===== src/rtl/lsu_mem_master_if.sv =====
// Bundle of the core request/response handshake and the data memory port.
//   master : the load/store unit (drives req_ready, rsp_*, mem_we/addr/wdata)
//   slave  : core + memory side (drives req_*, rsp_ready, mem_rdata)
interface lsu_mem_master_if;
    logic        req_valid;
    logic        req_ready;
    logic        req_we;
    logic [2:0]  req_funct3;
    logic [31:0] req_addr;
    logic [31:0] req_wdata;
    logic        rsp_valid;
    logic        rsp_ready;
    logic [31:0] rsp_rdata;
    logic        rsp_err;
    logic        mem_we;
    logic [31:0] mem_addr;
    logic [31:0] mem_wdata;
    logic [31:0] mem_rdata;

    modport master (
        input  req_valid, req_we, req_funct3, req_addr, req_wdata,
        input  rsp_ready, mem_rdata,
        output req_ready, rsp_valid, rsp_rdata, rsp_err,
        output mem_we, mem_addr, mem_wdata
    );

    modport slave (
        output req_valid, req_we, req_funct3, req_addr, req_wdata,
        output rsp_ready, mem_rdata,
        input  req_ready, rsp_valid, rsp_rdata, rsp_err,
        input  mem_we, mem_addr, mem_wdata
    );
endinterface


===== src/rtl/lsu_mem_master.sv =====
// RV32I load/store unit in front of a word-wide synchronous data memory.
// Sequences byte/half/word loads and stores (sub-word stores by read-modify-write)
// and flags misaligned, out-of-range and illegal-funct3 requests.
//   clk, rst_n : clock, asynchronous active-low reset
//   lsu        : request/response handshake and memory port (master side)
module lsu_mem_master #(
    parameter int unsigned DEPTH_WORDS = 256
) (
    input  logic              clk,
    input  logic              rst_n,
    lsu_mem_master_if.master  lsu
);
    localparam logic [31:0] ADDR_LIMIT = 32'(DEPTH_WORDS * 4);
    localparam logic [2:0]  F3_B  = 3'b000;
    localparam logic [2:0]  F3_H  = 3'b001;
    localparam logic [2:0]  F3_W  = 3'b010;
    localparam logic [2:0]  F3_BU = 3'b100;
    localparam logic [2:0]  F3_HU = 3'b101;

    typedef enum logic [1:0] {IDLE, ACCESS, DATA, RESP} state_e;

    state_e      state_q, state_d;
    logic        we_q, we_d;
    logic [2:0]  funct3_q, funct3_d;
    logic [31:0] addr_q, addr_d;
    logic [31:0] wdata_q, wdata_d;
    logic [31:0] rdata_q, rdata_d;
    logic        err_q, err_d;

    logic        illegal_c;
    logic [7:0]  byte_c;
    logic [15:0] half_c;
    logic [31:0] load_c;
    logic [31:0] merge_c;
    logic        req_ready_c, rsp_valid_c, mem_we_c;
    logic [31:0] mem_addr_c, mem_wdata_c;

    // Legality of the incoming request (funct3 set depends on load vs store)
    always_comb begin
        illegal_c = 1'b0;
        unique case (lsu.req_funct3)
            F3_B:          illegal_c = 1'b0;
            F3_BU:         illegal_c = lsu.req_we;
            F3_H:          illegal_c = lsu.req_addr[0];
            F3_HU:         illegal_c = lsu.req_we | lsu.req_addr[0];
            F3_W:          illegal_c = |lsu.req_addr[1:0];
            default:       illegal_c = 1'b1;
        endcase
        if (lsu.req_addr >= ADDR_LIMIT) illegal_c = 1'b1;
    end

    // Lane extraction for loads and lane replacement for sub-word stores
    always_comb begin
        byte_c  = lsu.mem_rdata[7:0];
        half_c  = addr_q[1] ? lsu.mem_rdata[31:16] : lsu.mem_rdata[15:0];
        merge_c = lsu.mem_rdata;
        case (addr_q[1:0])
            2'd0: byte_c = lsu.mem_rdata[7:0];
            2'd1: byte_c = lsu.mem_rdata[15:8];
            2'd2: byte_c = lsu.mem_rdata[23:16];
            2'd3: byte_c = lsu.mem_rdata[31:24];
        endcase
        case (funct3_q)
            F3_B:    load_c = {{24{byte_c[7]}}, byte_c};
            F3_BU:   load_c = {24'h0, byte_c};
            F3_H:    load_c = {{16{half_c[15]}}, half_c};
            F3_HU:   load_c = {16'h0, half_c};
            default: load_c = lsu.mem_rdata;
        endcase
        if (funct3_q == F3_B) begin
            case (addr_q[1:0])
                2'd0: merge_c[7:0]   = wdata_q[7:0];
                2'd1: merge_c[15:8]  = wdata_q[7:0];
                2'd2: merge_c[23:16] = wdata_q[7:0];
                2'd3: merge_c[31:24] = wdata_q[7:0];
            endcase
        end else if (addr_q[1]) begin
            merge_c[31:16] = wdata_q[15:0];
        end else begin
            merge_c[15:0]  = wdata_q[15:0];
        end
    end

    // Next-state and memory/handshake decode
    always_comb begin
        state_d     = state_q;
        we_d        = we_q;
        funct3_d    = funct3_q;
        addr_d      = addr_q;
        wdata_d     = wdata_q;
        rdata_d     = rdata_q;
        err_d       = err_q;
        req_ready_c = 1'b0;
        rsp_valid_c = 1'b0;
        mem_we_c    = 1'b0;
        mem_addr_c  = 32'h0;
        mem_wdata_c = 32'h0;
        unique case (state_q)
            IDLE: begin
                req_ready_c = 1'b1;
                if (lsu.req_valid) begin
                    we_d     = lsu.req_we;
                    funct3_d = lsu.req_funct3;
                    addr_d   = lsu.req_addr;
                    wdata_d  = lsu.req_wdata;
                    rdata_d  = 32'h0;
                    err_d    = illegal_c;
                    state_d  = illegal_c ? RESP : ACCESS;
                end
            end
            ACCESS: begin
                mem_addr_c = {addr_q[31:2], 2'b00};
                if (we_q && funct3_q == F3_W) begin
                    mem_we_c    = 1'b1;
                    mem_wdata_c = wdata_q;
                    state_d     = RESP;
                end else begin
                    state_d = DATA;
                end
            end
            DATA: begin
                mem_addr_c = {addr_q[31:2], 2'b00};
                if (we_q) begin
                    mem_we_c    = 1'b1;
                    mem_wdata_c = merge_c;
                end else begin
                    rdata_d = load_c;
                end
                state_d = RESP;
            end
            RESP: begin
                rsp_valid_c = 1'b1;
                if (lsu.rsp_ready) state_d = IDLE;
            end
            default: state_d = IDLE;
        endcase
    end

    // State and latched request registers
    always_ff @(posedge clk or negedge rst_n) begin
        if (!rst_n) begin
            state_q  <= IDLE;
            we_q     <= 1'b0;
            funct3_q <= 3'b000;
            addr_q   <= 32'h0;
            wdata_q  <= 32'h0;
            rdata_q  <= 32'h0;
            err_q    <= 1'b0;
        end else begin
            state_q  <= state_d;
            we_q     <= we_d;
            funct3_q <= funct3_d;
            addr_q   <= addr_d;
            wdata_q  <= wdata_d;
            rdata_q  <= rdata_d;
            err_q    <= err_d;
        end
    end

    assign lsu.req_ready = req_ready_c;
    assign lsu.rsp_valid = rsp_valid_c;
    assign lsu.rsp_rdata = rdata_q;
    assign lsu.rsp_err   = err_q;
    assign lsu.mem_we    = mem_we_c;
    assign lsu.mem_addr  = mem_addr_c;
    assign lsu.mem_wdata = mem_wdata_c;
endmodule


===== src/flat_wrapper.sv =====
// flat-port wrapper written by rule: the top's interface ports become plain ports
module lsu_mem_master_flat 
#(
    parameter int unsigned DEPTH_WORDS = 256
)
  (clk, rst_n, lsu_req_valid, lsu_req_we, lsu_req_funct3, lsu_req_addr, lsu_req_wdata, lsu_rsp_ready, lsu_mem_rdata, lsu_req_ready, lsu_rsp_valid, lsu_rsp_rdata, lsu_rsp_err, lsu_mem_we, lsu_mem_addr, lsu_mem_wdata);
  lsu_mem_master_if lsu_i ();
  input  logic clk;
  input  logic rst_n;
  input wire logic [$bits(lsu_i.req_valid)-1:0] lsu_req_valid;
  input wire logic [$bits(lsu_i.req_we)-1:0] lsu_req_we;
  input wire logic [$bits(lsu_i.req_funct3)-1:0] lsu_req_funct3;
  input wire logic [$bits(lsu_i.req_addr)-1:0] lsu_req_addr;
  input wire logic [$bits(lsu_i.req_wdata)-1:0] lsu_req_wdata;
  input wire logic [$bits(lsu_i.rsp_ready)-1:0] lsu_rsp_ready;
  input wire logic [$bits(lsu_i.mem_rdata)-1:0] lsu_mem_rdata;
  output wire logic [$bits(lsu_i.req_ready)-1:0] lsu_req_ready;
  output wire logic [$bits(lsu_i.rsp_valid)-1:0] lsu_rsp_valid;
  output wire logic [$bits(lsu_i.rsp_rdata)-1:0] lsu_rsp_rdata;
  output wire logic [$bits(lsu_i.rsp_err)-1:0] lsu_rsp_err;
  output wire logic [$bits(lsu_i.mem_we)-1:0] lsu_mem_we;
  output wire logic [$bits(lsu_i.mem_addr)-1:0] lsu_mem_addr;
  output wire logic [$bits(lsu_i.mem_wdata)-1:0] lsu_mem_wdata;
  assign lsu_i.req_valid = lsu_req_valid;
  assign lsu_i.req_we = lsu_req_we;
  assign lsu_i.req_funct3 = lsu_req_funct3;
  assign lsu_i.req_addr = lsu_req_addr;
  assign lsu_i.req_wdata = lsu_req_wdata;
  assign lsu_i.rsp_ready = lsu_rsp_ready;
  assign lsu_i.mem_rdata = lsu_mem_rdata;
  assign lsu_req_ready = lsu_i.req_ready;
  assign lsu_rsp_valid = lsu_i.rsp_valid;
  assign lsu_rsp_rdata = lsu_i.rsp_rdata;
  assign lsu_rsp_err = lsu_i.rsp_err;
  assign lsu_mem_we = lsu_i.mem_we;
  assign lsu_mem_addr = lsu_i.mem_addr;
  assign lsu_mem_wdata = lsu_i.mem_wdata;
  lsu_mem_master #(.DEPTH_WORDS(DEPTH_WORDS)) u_core (.clk(clk), .rst_n(rst_n), .lsu(lsu_i));
endmodule

===== config.mk =====
export PLATFORM = sky130hd
export DESIGN_NAME = lsu_mem_master_flat
export DESIGN_NICKNAME = d
export VERILOG_FILES = /design/src/rtl/lsu_mem_master_if.sv /design/src/rtl/lsu_mem_master.sv /design/src/flat_wrapper.sv
export SDC_FILE = /design/constraint.sdc
export NUM_CORES = 1
export LEC_CHECK = 0
export CAP_MARGIN = 20
export CORE_ASPECT_RATIO = 1.5
export CORE_UTILIZATION = 46
export CTS_BUF_LIST = sky130_fd_sc_hd__clkbuf_2 sky130_fd_sc_hd__clkbuf_4 sky130_fd_sc_hd__clkbuf_8
export DETAILED_ROUTE_END_ITERATION = 8
export GPL_ROUTABILITY_DRIVEN = 1
export PLACE_DENSITY = 0.86
export SYNTH_ARGS = -nofsm -noshare
export SYNTH_HDL_FRONTEND = slang
export SYNTH_SLANG_ARGS = --single-unit

===== constraint.sdc =====
create_clock -name clk -period 2.4 [get_ports clk]
set_input_delay 0.24 -clock clk [delete_from_list [all_inputs] [get_ports clk]]
set_output_delay 0.24 -clock clk [all_outputs]
set_load 0.05 [all_outputs]

Yosys cells after proc, flatten, opt, wreduce, memory -nomap -nowiden
Cells that the tools add are included.

Register bits after elaboration: 103. Bits of input ports: 104.

$lt $le $gt $ge: 1. Equal/unequal tests: 17. Multiplexer cells: 29. Bitwise operators: 1. Reductions and logical operators: 11.

Operators with widths (count): two-way mux 32 bit (6); one-hot mux 32 bit (2 select lines) (2); one-hot mux 32 bit (4 select lines) (1); two-way mux 16 bit (3); greater-or-equal comparator 32 x 11 -> 1 bit (second input constant) (1); two-way mux 8 bit (4); one-hot mux 8 bit (4 select lines) (1); == test 3 bit (second input constant) (4); == test 2 bit (second input constant) (4); one-hot mux 2 bit (4 select lines) (1); == test 3 x 1 -> 1 bit (second input constant) (2); == test 3 x 2 -> 1 bit (second input constant) (2); zero test 3 bit (2); two-way mux 1 bit (6); two-way mux 2 bit (3); inequality test 2 bit (second input constant) (3); one-hot mux 1 bit (5 select lines) (1); == test 2 x 1 -> 1 bit (second input constant) (2); zero test 2 bit (2); AND reduction 2 bit (2); OR reduction 2 bit (2); AND reduction 3 bit (1); one-hot mux 1 bit (2 select lines) (1); nonzero test 2 bit (1); other kinds (2) (2).

Logic depth before layout (Yosys ltp)
Gate-level depths: netlist of run 1.

Depth in word-level cells: 6. Depth in mapped cells: 9. Gate-level depth less buffers: 6.

Worst setup path after synthesis of run 1
OpenSTA, ideal clock, no wires.

Path kind: register to output. Start: reg u_core.addr_q[1]. End: out lsu_mem_wdata[10]. Arrival time: 2332 ps. Setup slack: -172 ps. Cell stages (with the launch flop): 7. Path through: dfrtp_1 buf_6 buf_2 clkbuf_1 a21oi_2 o2bb2ai_1 o21ai_0.

Longest elaborated chain between the ends: 5. Elaborated cells on any way between the ends: 6.

Ends and longest elaborated chain: start: declaration (RTL line lsu_mem_master.sv:25) `logic [31:0] addr_q, addr_d;`; start signal: assignment (RTL line lsu_mem_master.sv:153) `addr_q <= addr_d;`; == test 2 x 1 -> 1 bit (RTL line lsu_mem_master.sv:71) `case (addr_q[1:0])`; two-way mux 8 bit (RTL line lsu_mem_master.sv:71); two-way mux 32 bit (*) (RTL line lsu_mem_master.sv:70) `if (funct3_q == F3_B) begin`; two-way mux 32 bit (*) (RTL line lsu_mem_master.sv:123) `if (we_q) begin`; one-hot mux 32 bit (2 select lines) (*) (RTL line lsu_mem_master.sv:98) `unique case (state_q)`; end: declaration (RTL line flat_wrapper.sv:23) `output wire logic [$bits(lsu_i.mem_wdata)-1:0] lsu_mem_wdata;`.

Every way passes the cells marked *; elsewhere a longest branch is shown, timed or not.

Worst setup path after layout of run 1
Start: reg u_core.state_q[0]. End: out lsu_mem_we.

Longest elaborated chain between the ends: 2. Elaborated cells on any way between the ends: 3.

Ends and longest elaborated chain: start: declaration (RTL line lsu_mem_master.sv:22) `state_e state_q, state_d;`; start signal: assignment (RTL line lsu_mem_master.sv:150) `state_q <= state_d;`; == test 2 bit or == test 2 x 1 -> 1 bit (tied branches) (RTL line lsu_mem_master.sv:98); one-hot mux 1 bit (2 select lines) (*) (RTL line lsu_mem_master.sv:98); end: declaration (RTL line flat_wrapper.sv:21) `output wire logic [$bits(lsu_i.mem_we)-1:0] lsu_mem_we;`.

Marks and branches as above.

==> results.txt, run 1 <==
Status - finished, final reports clean
Area Overhead vs Synth - 56.8%
N_diodes - 0
Routed WL - 17300 um
PortBufs - 201
Worst path required time - 2.16 ns
HPWL Detailed - 13800 um
WP data arrival - 2.08 ns
Clock sinks - 103
Antenna violations before repair - 0
Worst Setup End Kind - primary output
CTS tree - built
Post-Syn Instances - 502
Initial Utilization - 47.8%
Non-filler cells, final - 860
Min cycle time layout - 2.32 ns
Synth Area in Compound Gates - 14.7%
Vias in the first global route - 5221
Row count - 48
Simple-Gate Fraction of Synth Area - 13.4%
Largest net degree at the start of global routing - 44
Synth warnings - 0
Routability cong. - 0.883
Vias per cell - 5.72
Die ar. - 12600 um2
Post-synthesis area per instance - 11.1 um2
First-pass GRT wire length - 27000 um
Post-synthesis cell area - 5570 um2
RSZ-0062 raised after global routing - false
Dpl cells - 839
Detail Route Antenna Nets - 0
FFs w/ async S/R, synth - 100%
Power Dens Cells - 1560 nW/um2
Setup violations, final - 0
Vias - 4915
Hold Crit Class - in2async
Post-synthesis register bit count - 103
Lkg Pwr - 0.00374 uW
Crit Path Max Fanout - 32
Clk_skew - 0.00809 ns
Routed len/inst - 20.1 um
DIE WIDTH - 91.8 um
Library cells used by synthesis - 46
Crit start category - flip-flop
Slowest cell on the critical path - a21boi_0
Clk pin slew, worst setup/hold paths - 0.10 ns
H-tree levels - 3
Final WS setup - 0.0774 ns
Root buf cell - clkbuf_8
Inserted Clock Buffers - 9
Top FF cell, synth - dfrtp_1
Mux cell area share after synthesis - 20.3%
Max-slew violation count - 0
Post-layout net count - 813
Total Routing Usage GR - 28.2%
Post-place setup slack - 0.0561 ns
EDFF count, synth - 0
Longest Clk Path Bufs - 2
Slew Limit Headroom - 36.5%
Adder-cell share of the synthesized area - 0.899%
CP Class - reg2out
GRT Residual Overflow - 0
Drt pass-1 iters - 5
Core box area - 11700 um2
Fin Hold WS - 0.378 ns
I/O Pins - 204
Critical Path Max Stage Delay - 0.41 ns
Final Cycle Share - 96.8%
Fill count - 790
Seq/Total Area, Yosys - 46.3%
Tightest Pin Transition - 0.948 ns
Number of DRC markers in iteration 0 - 241
Max-cap viol count - 0
Largest family of logic cells by synthesized area - multiplexers
DIE HEIGHT - 137 um
Ratio of cells with drive above 1 in the final layout - 29.6%
Peak VDD IR - 0.00123 V
Post-synthesis xor/xnor area fraction - 0%
Worst-Skew Late Latency - 0.37 ns
Setup TNS Final - 0 ns
Fmax - 431 MHz
Final Hold Viols - 0
CP cell instances - inv_1 > ha_2 > buf_4 > a21boi_0 > buf_12
Detailed-route DRC error count - 0
==> layout by cell type (no fill, tap or decap), drive strengths merged, types with 3 or more instances in the layout <==
master         count
a21o              11
a21oi              6
a221o             16
a221oi            10
a22o               9
a32o               8
and2              32
buf               89
clkbuf            10
clkdlybuf4s50    137
dfrtp            103
ha                 4
inv               16
mux2              77
mux2i             24
nand2             43
nand2b            26
nand3              3
nor2               6
nor2b              7
nor4               9
o21ai             32
o2bb2ai            8
==> cell usage after synthesis, types with 2 or more instances <==
master       n  area (um2)
a21o_1      11        82.6
o21ai_0     30         150
clkbuf_1    14        52.6
a221o_1     16         160
nor2b_1      7        43.8
buf_4        3        22.5
and2_1      31         194
buf_2        8        40.0
nand2_1     43         161
buf_6        4        45.0
ha_1         4        50.1
buf_1        7        26.3
a32o_1       8        80.1
o2bb2ai_1    8        70.1
a221oi_1    10        87.6
mux2_2      77         867
nand2b_1    26         163
inv_1       14        52.6
and3_1       2        12.5
a22o_1       9        78.8
mux2i_1     24         240
nor2_1       6        22.5
dfrtp_1    103        2580
o21ai_1      2        10.0
nor4_1       9        56.3
nand3_1      3        15.0
a21oi_1      4        20.0
==> per-stage QoR <==
step	power, uW	util, %	cell area (um2)
final	13600	74.9	8730
after floorplan	8420	-	5570
after CTS	13500	74.3	8660
after detailed placement	12400	72.0	8390
after global placement	12100	72.0	8390
after global routing	14200	74.9	8730
==> routing by layer <==
layer,vias up,track usage [%],wire [um]
met5,-,0,0
met4,0,16.7,826
met3,52,5.44,1050
met2,202,52.5,9310
met1,2432,29.2,6110
li1,2229,-,-
==> cell families after synthesis <==
kind of cell               Yosys count
DFF                                103
buffers and inverters               50
and+or+nand+nor                    135
other                                1
AOI/OAI and AO/OA                  107
adders and majority gates            4
muxes                              102
==> sequential cells by signal, indices dropped and copies added (netlist names) <==
signal / cells
u_core.addr_q: 32
u_core.lsu.rsp_rdata: 32
u_core.wdata_q: 32
u_core.funct3_q: 3
u_core.state_q: 2
u_core.lsu.rsp_err: 1
u_core.we_q: 1
==> repair_timing <==
action	in CTS	in global routing
gates resized for setup	14	20
endpoints found under the hold margin	41	0
hold buffers	1	0
setup buffers	3	1
pin swaps	0	1
endpoints found under the setup margin	27	32
==> power breakdown <==
| group | leakage, uW | switching (uW) | internal [uW] | total (uW) |
|---|---|---|---|---|
| combinational | 0.00239 | 5250 | 4310 | 9560 |
| sequential | 0.00126 | 560 | 2520 | 3080 |
| clock | 0.0000880 | 608 | 396 | 1000 |
| total | 0.00374 | 6410 | 7220 | 13600 |
==> worst paths after layout <==
check,to,cells past startpoint,start,slack [ns]
worst min-delay path,u_core.addr_q[21]$_DFFE_PN0P_,2,rst_n,0.38
min in group clk,u_core.wdata_q[17]$_DFFE_PN0P_,2,lsu_req_wdata[17],0.48
worst max register to register,u_core.lsu.rsp_rdata[20]$_DFFE_PN0P_,5,u_core.addr_q[1]$_DFFE_PN0P_,0.22
worst max-delay path,lsu_mem_we,5,u_core.state_q[0]$_DFFE_PN0P_,0.08
worst min register to register,u_core.lsu.rsp_rdata[3]$_DFFE_PN0P_,2,u_core.lsu.rsp_rdata[3]$_DFFE_PN0P_,0.49
max in group asynchronous,u_core.addr_q[1]$_DFFE_PN0P_,3,rst_n,1.30
==> layout make-up <==
type / count / area, um2 / share of cell area, %
Timing Repair Buffer: 227 / 2870 / 32.9
Multi-Input combinational cell: 350 / 2860 / 32.8
Sequential cell: 103 / 2580 / 29.6
Tap cell: 150 / 188 / 2.15
Clock buffer: 10 / 131 / 1.50
Inverter: 14 / 52.6 / 0.602
Clock inverter: 6 / 45.0 / 0.516
==> worst max-delay path: cells and delay by family (launching register included) <==
family / cells / cell delay [ns]
buf+inv: 3 / 0.58
compound gates: 1 / 0.41
fa+ha+maj: 1 / 0.38
flops: 1 / 0.36
Note: power is estimated with default switching activity, not from simulation.
==> inputs of run 2 (changes only) <==
--- a/config.mk
+++ b/config.mk
@@ -5,13 +5,15 @@
 export SDC_FILE = /design/constraint.sdc
 export NUM_CORES = 1
 export LEC_CHECK = 0
-export CAP_MARGIN = 20
+export CAP_MARGIN = 40
+export CELL_PAD_IN_SITES_DETAIL_PLACEMENT = 0
+export CELL_PAD_IN_SITES_GLOBAL_PLACEMENT = 1
 export CORE_ASPECT_RATIO = 1.5
-export CORE_UTILIZATION = 46
+export CORE_UTILIZATION = 35
 export CTS_BUF_LIST = sky130_fd_sc_hd__clkbuf_2 sky130_fd_sc_hd__clkbuf_4 sky130_fd_sc_hd__clkbuf_8
 export DETAILED_ROUTE_END_ITERATION = 8
 export GPL_ROUTABILITY_DRIVEN = 1
-export PLACE_DENSITY = 0.86
+export PLACE_DENSITY = 0.87
 export SYNTH_ARGS = -nofsm -noshare
 export SYNTH_HDL_FRONTEND = slang
 export SYNTH_SLANG_ARGS = --single-unit
==> results.txt, run 2 (same netlist as run 1, synthesis figures left out) <==
Status - complete, but fails checks
Failing checks - negative setup slack
Detail Route Antenna Nets - 0
Fmax - 412 MHz
Initial Utilization - 35.6%
DIE WIDTH - 105 um
Post-place setup slack - -0.0469 ns
Tightest Pin Transition - 0.536 ns
Core box area - 15600 um2
Fill count - 1286
H-tree levels - 3
Longest Clk Path Bufs - 2
RSZ-0062 raised after global routing - true
Crit Path Max Fanout - 8
Most common cell after layout, fill and taps aside - clkdlybuf4s50_1
Reg2Reg Launch Point - u_core.addr_q[1]$_DFFE_PN0P_
Largest net degree at the start of global routing - 53
Routed len/inst - 20.7 um
WP data arrival - 2.19 ns
Drt pass-1 iters - 4
Peak VDD IR - 0.000949 V
Worst path required time - 2.16 ns
Tot Pwr - 14200 uW
Crit start category - flip-flop
Setup crit end - lsu_mem_wdata[23]
Worst Setup End Kind - primary output
Routed WL - 19000 um
Ratio of cells with drive above 1 in the final layout - 29.7%
Max-cap viol count - 0
GRT Residual Overflow - 0
Antenna violations before repair - 0
First-pass GRT wire length - 28800 um
Reg-to-reg endpoint - u_core.lsu.rsp_rdata[14]$_DFFE_PN0P_
Die ar. - 16400 um2
DIE HEIGHT - 156 um
Lkg Pwr - 0.00380 uW
Hold Crit Class - in2async
Commonest cells after routing, fill and taps aside - clkdlybuf4s50_1 (137), dfrtp_1 (101), mux2_2 (77)
Final WS setup - -0.0259 ns
Total Routing Usage GR - 23.0%
PortBufs - 201
Crit path from - u_core.funct3_q[0]$_DFFE_PN0P_
Post-layout net count - 816
Inserted Clock Buffers - 9
Clock sinks - 103
Worst-Skew Late Latency - 0.38 ns
Min cycle time layout - 2.43 ns
Power Dens Cells - 1580 nW/um2
Fin Hold WS - 0.361 ns
Setup violations, final - 2
I/O Pins - 204
Slew Limit Headroom - 64.1%
Root buf cell - clkbuf_8
Vias per cell - 5.38
HPWL Detailed - 14700 um
CP Class - reg2out
Setup TNS Final - -0.0398 ns
CTS tree - built
Routability cong. - 0.871
N_diodes - 0
Final Hold Viols - 0
Number of DRC markers in iteration 0 - 225
Area Overhead vs Synth - 60.7%
Max-slew violation count - 0
Detailed-route DRC error count - 0
Clk_skew - 0.0132 ns
Clk pin slew, worst setup/hold paths - 0.11 ns
Worst reg-to-reg setup slack - 0.37 ns
Vias - 4930
Worst Reg-to-Reg Cells - 5
Row count - 56
Vias in the first global route - 5241
Final Cycle Share - 101%
==> run 2: cell count changes in the layout (fill, tap and decap cells not counted), moves of 2 or more <==
cell / previous run / this run
o21ai_1: 12 / 7
mux2i_1: 21 / 18
a21o_2: 2 / 0
ha_4: 0 / 2
a221oi_1: 2 / 8
buf_12: 65 / 68
o21ai_0: 20 / 24
a221oi_2: 8 / 1
bufinv_16: 0 / 2
inv_8: 1 / 3
clkinv_2: 2 / 0
mux2i_2: 3 / 5
==> run 2: cell type report <==
cell class              count  area, um2  area share [%]
clock inverters             7        110            1.23
repair buffers            230       2930            32.8
multi-input cells         350       2900            32.4
flip-flops and latches    103       2580            28.8
inverters                  14       52.6           0.587
well taps                 203        254            2.84
clock buffers               9        124            1.38
==> run 2: worst min path at each step <==
stage / slack, ns / to
after global placement: 0.24 / u_core.wdata_q[24]$_DFFE_PN0P_
after detailed placement: 0.25 / u_core.wdata_q[24]$_DFFE_PN0P_
after global routing: 0.41 / u_core.wdata_q[24]$_DFFE_PN0P_
after floorplan: -0.06 / u_core.addr_q[0]$_DFFE_PN0P_
after CTS: 0.37 / u_core.wdata_q[24]$_DFFE_PN0P_
final: 0.36 / u_core.wdata_q[24]$_DFFE_PN0P_
==> run 2: repair_timing <==
action	in CTS	in global routing
endpoints found under the hold margin	38	0
pin swaps	1	1
setup buffers	3	2
hold buffers	1	0
gates resized for setup	18	20
setup endpoints to repair	32	32
==> run 2: per-layer routing <==
metal  GRT usage, %  share of wire (%)
met5              0                  0
met2           40.5                 52
met4           16.8                7.2
met3           5.29                6.4
met1           23.9                 34
==> run 2: power breakdown <==
group	switching, uW	internal (uW)	leakage, uW	total, uW
clock	689	614	0.000116	1300
sequential	561	2510	0.00126	3070
combinational	5350	4430	0.00242	9780
total	6600	7560	0.00380	14200
==> run 2: per-stage QoR <==
step                std cells  instance area, um2  utilization [%]
CTS                       914                8840             56.6
global placement          894                8490             54.3
finish                    916                8950             57.3
detailed placement        894                8490             54.3
floorplan                 503                5570                -
global route              916                8950             57.3
==> run 2: worst max-delay path, cell delays in order, from the launching register on <==
cell and delay, ns:
dfrtp_1 0.43, nor3_4 0.22, buf_4 0.16, a21o_4 0.21
mux2i_1 0.35, o21ai_0 0.23, buf_12 0.20
==> inputs of run 3 (changes only) <==
--- a/config.mk
+++ b/config.mk
@@ -11,6 +11,7 @@
 export CORE_ASPECT_RATIO = 1.5
 export CORE_UTILIZATION = 35
 export CTS_BUF_LIST = sky130_fd_sc_hd__clkbuf_2 sky130_fd_sc_hd__clkbuf_4 sky130_fd_sc_hd__clkbuf_8
+export CTS_CLUSTER_DIAMETER = 100
 export DETAILED_ROUTE_END_ITERATION = 8
 export GPL_ROUTABILITY_DRIVEN = 1
 export PLACE_DENSITY = 0.87
==> results of run 3 <==
No change in the layout: final DEF, timing and power equal those of run 2.
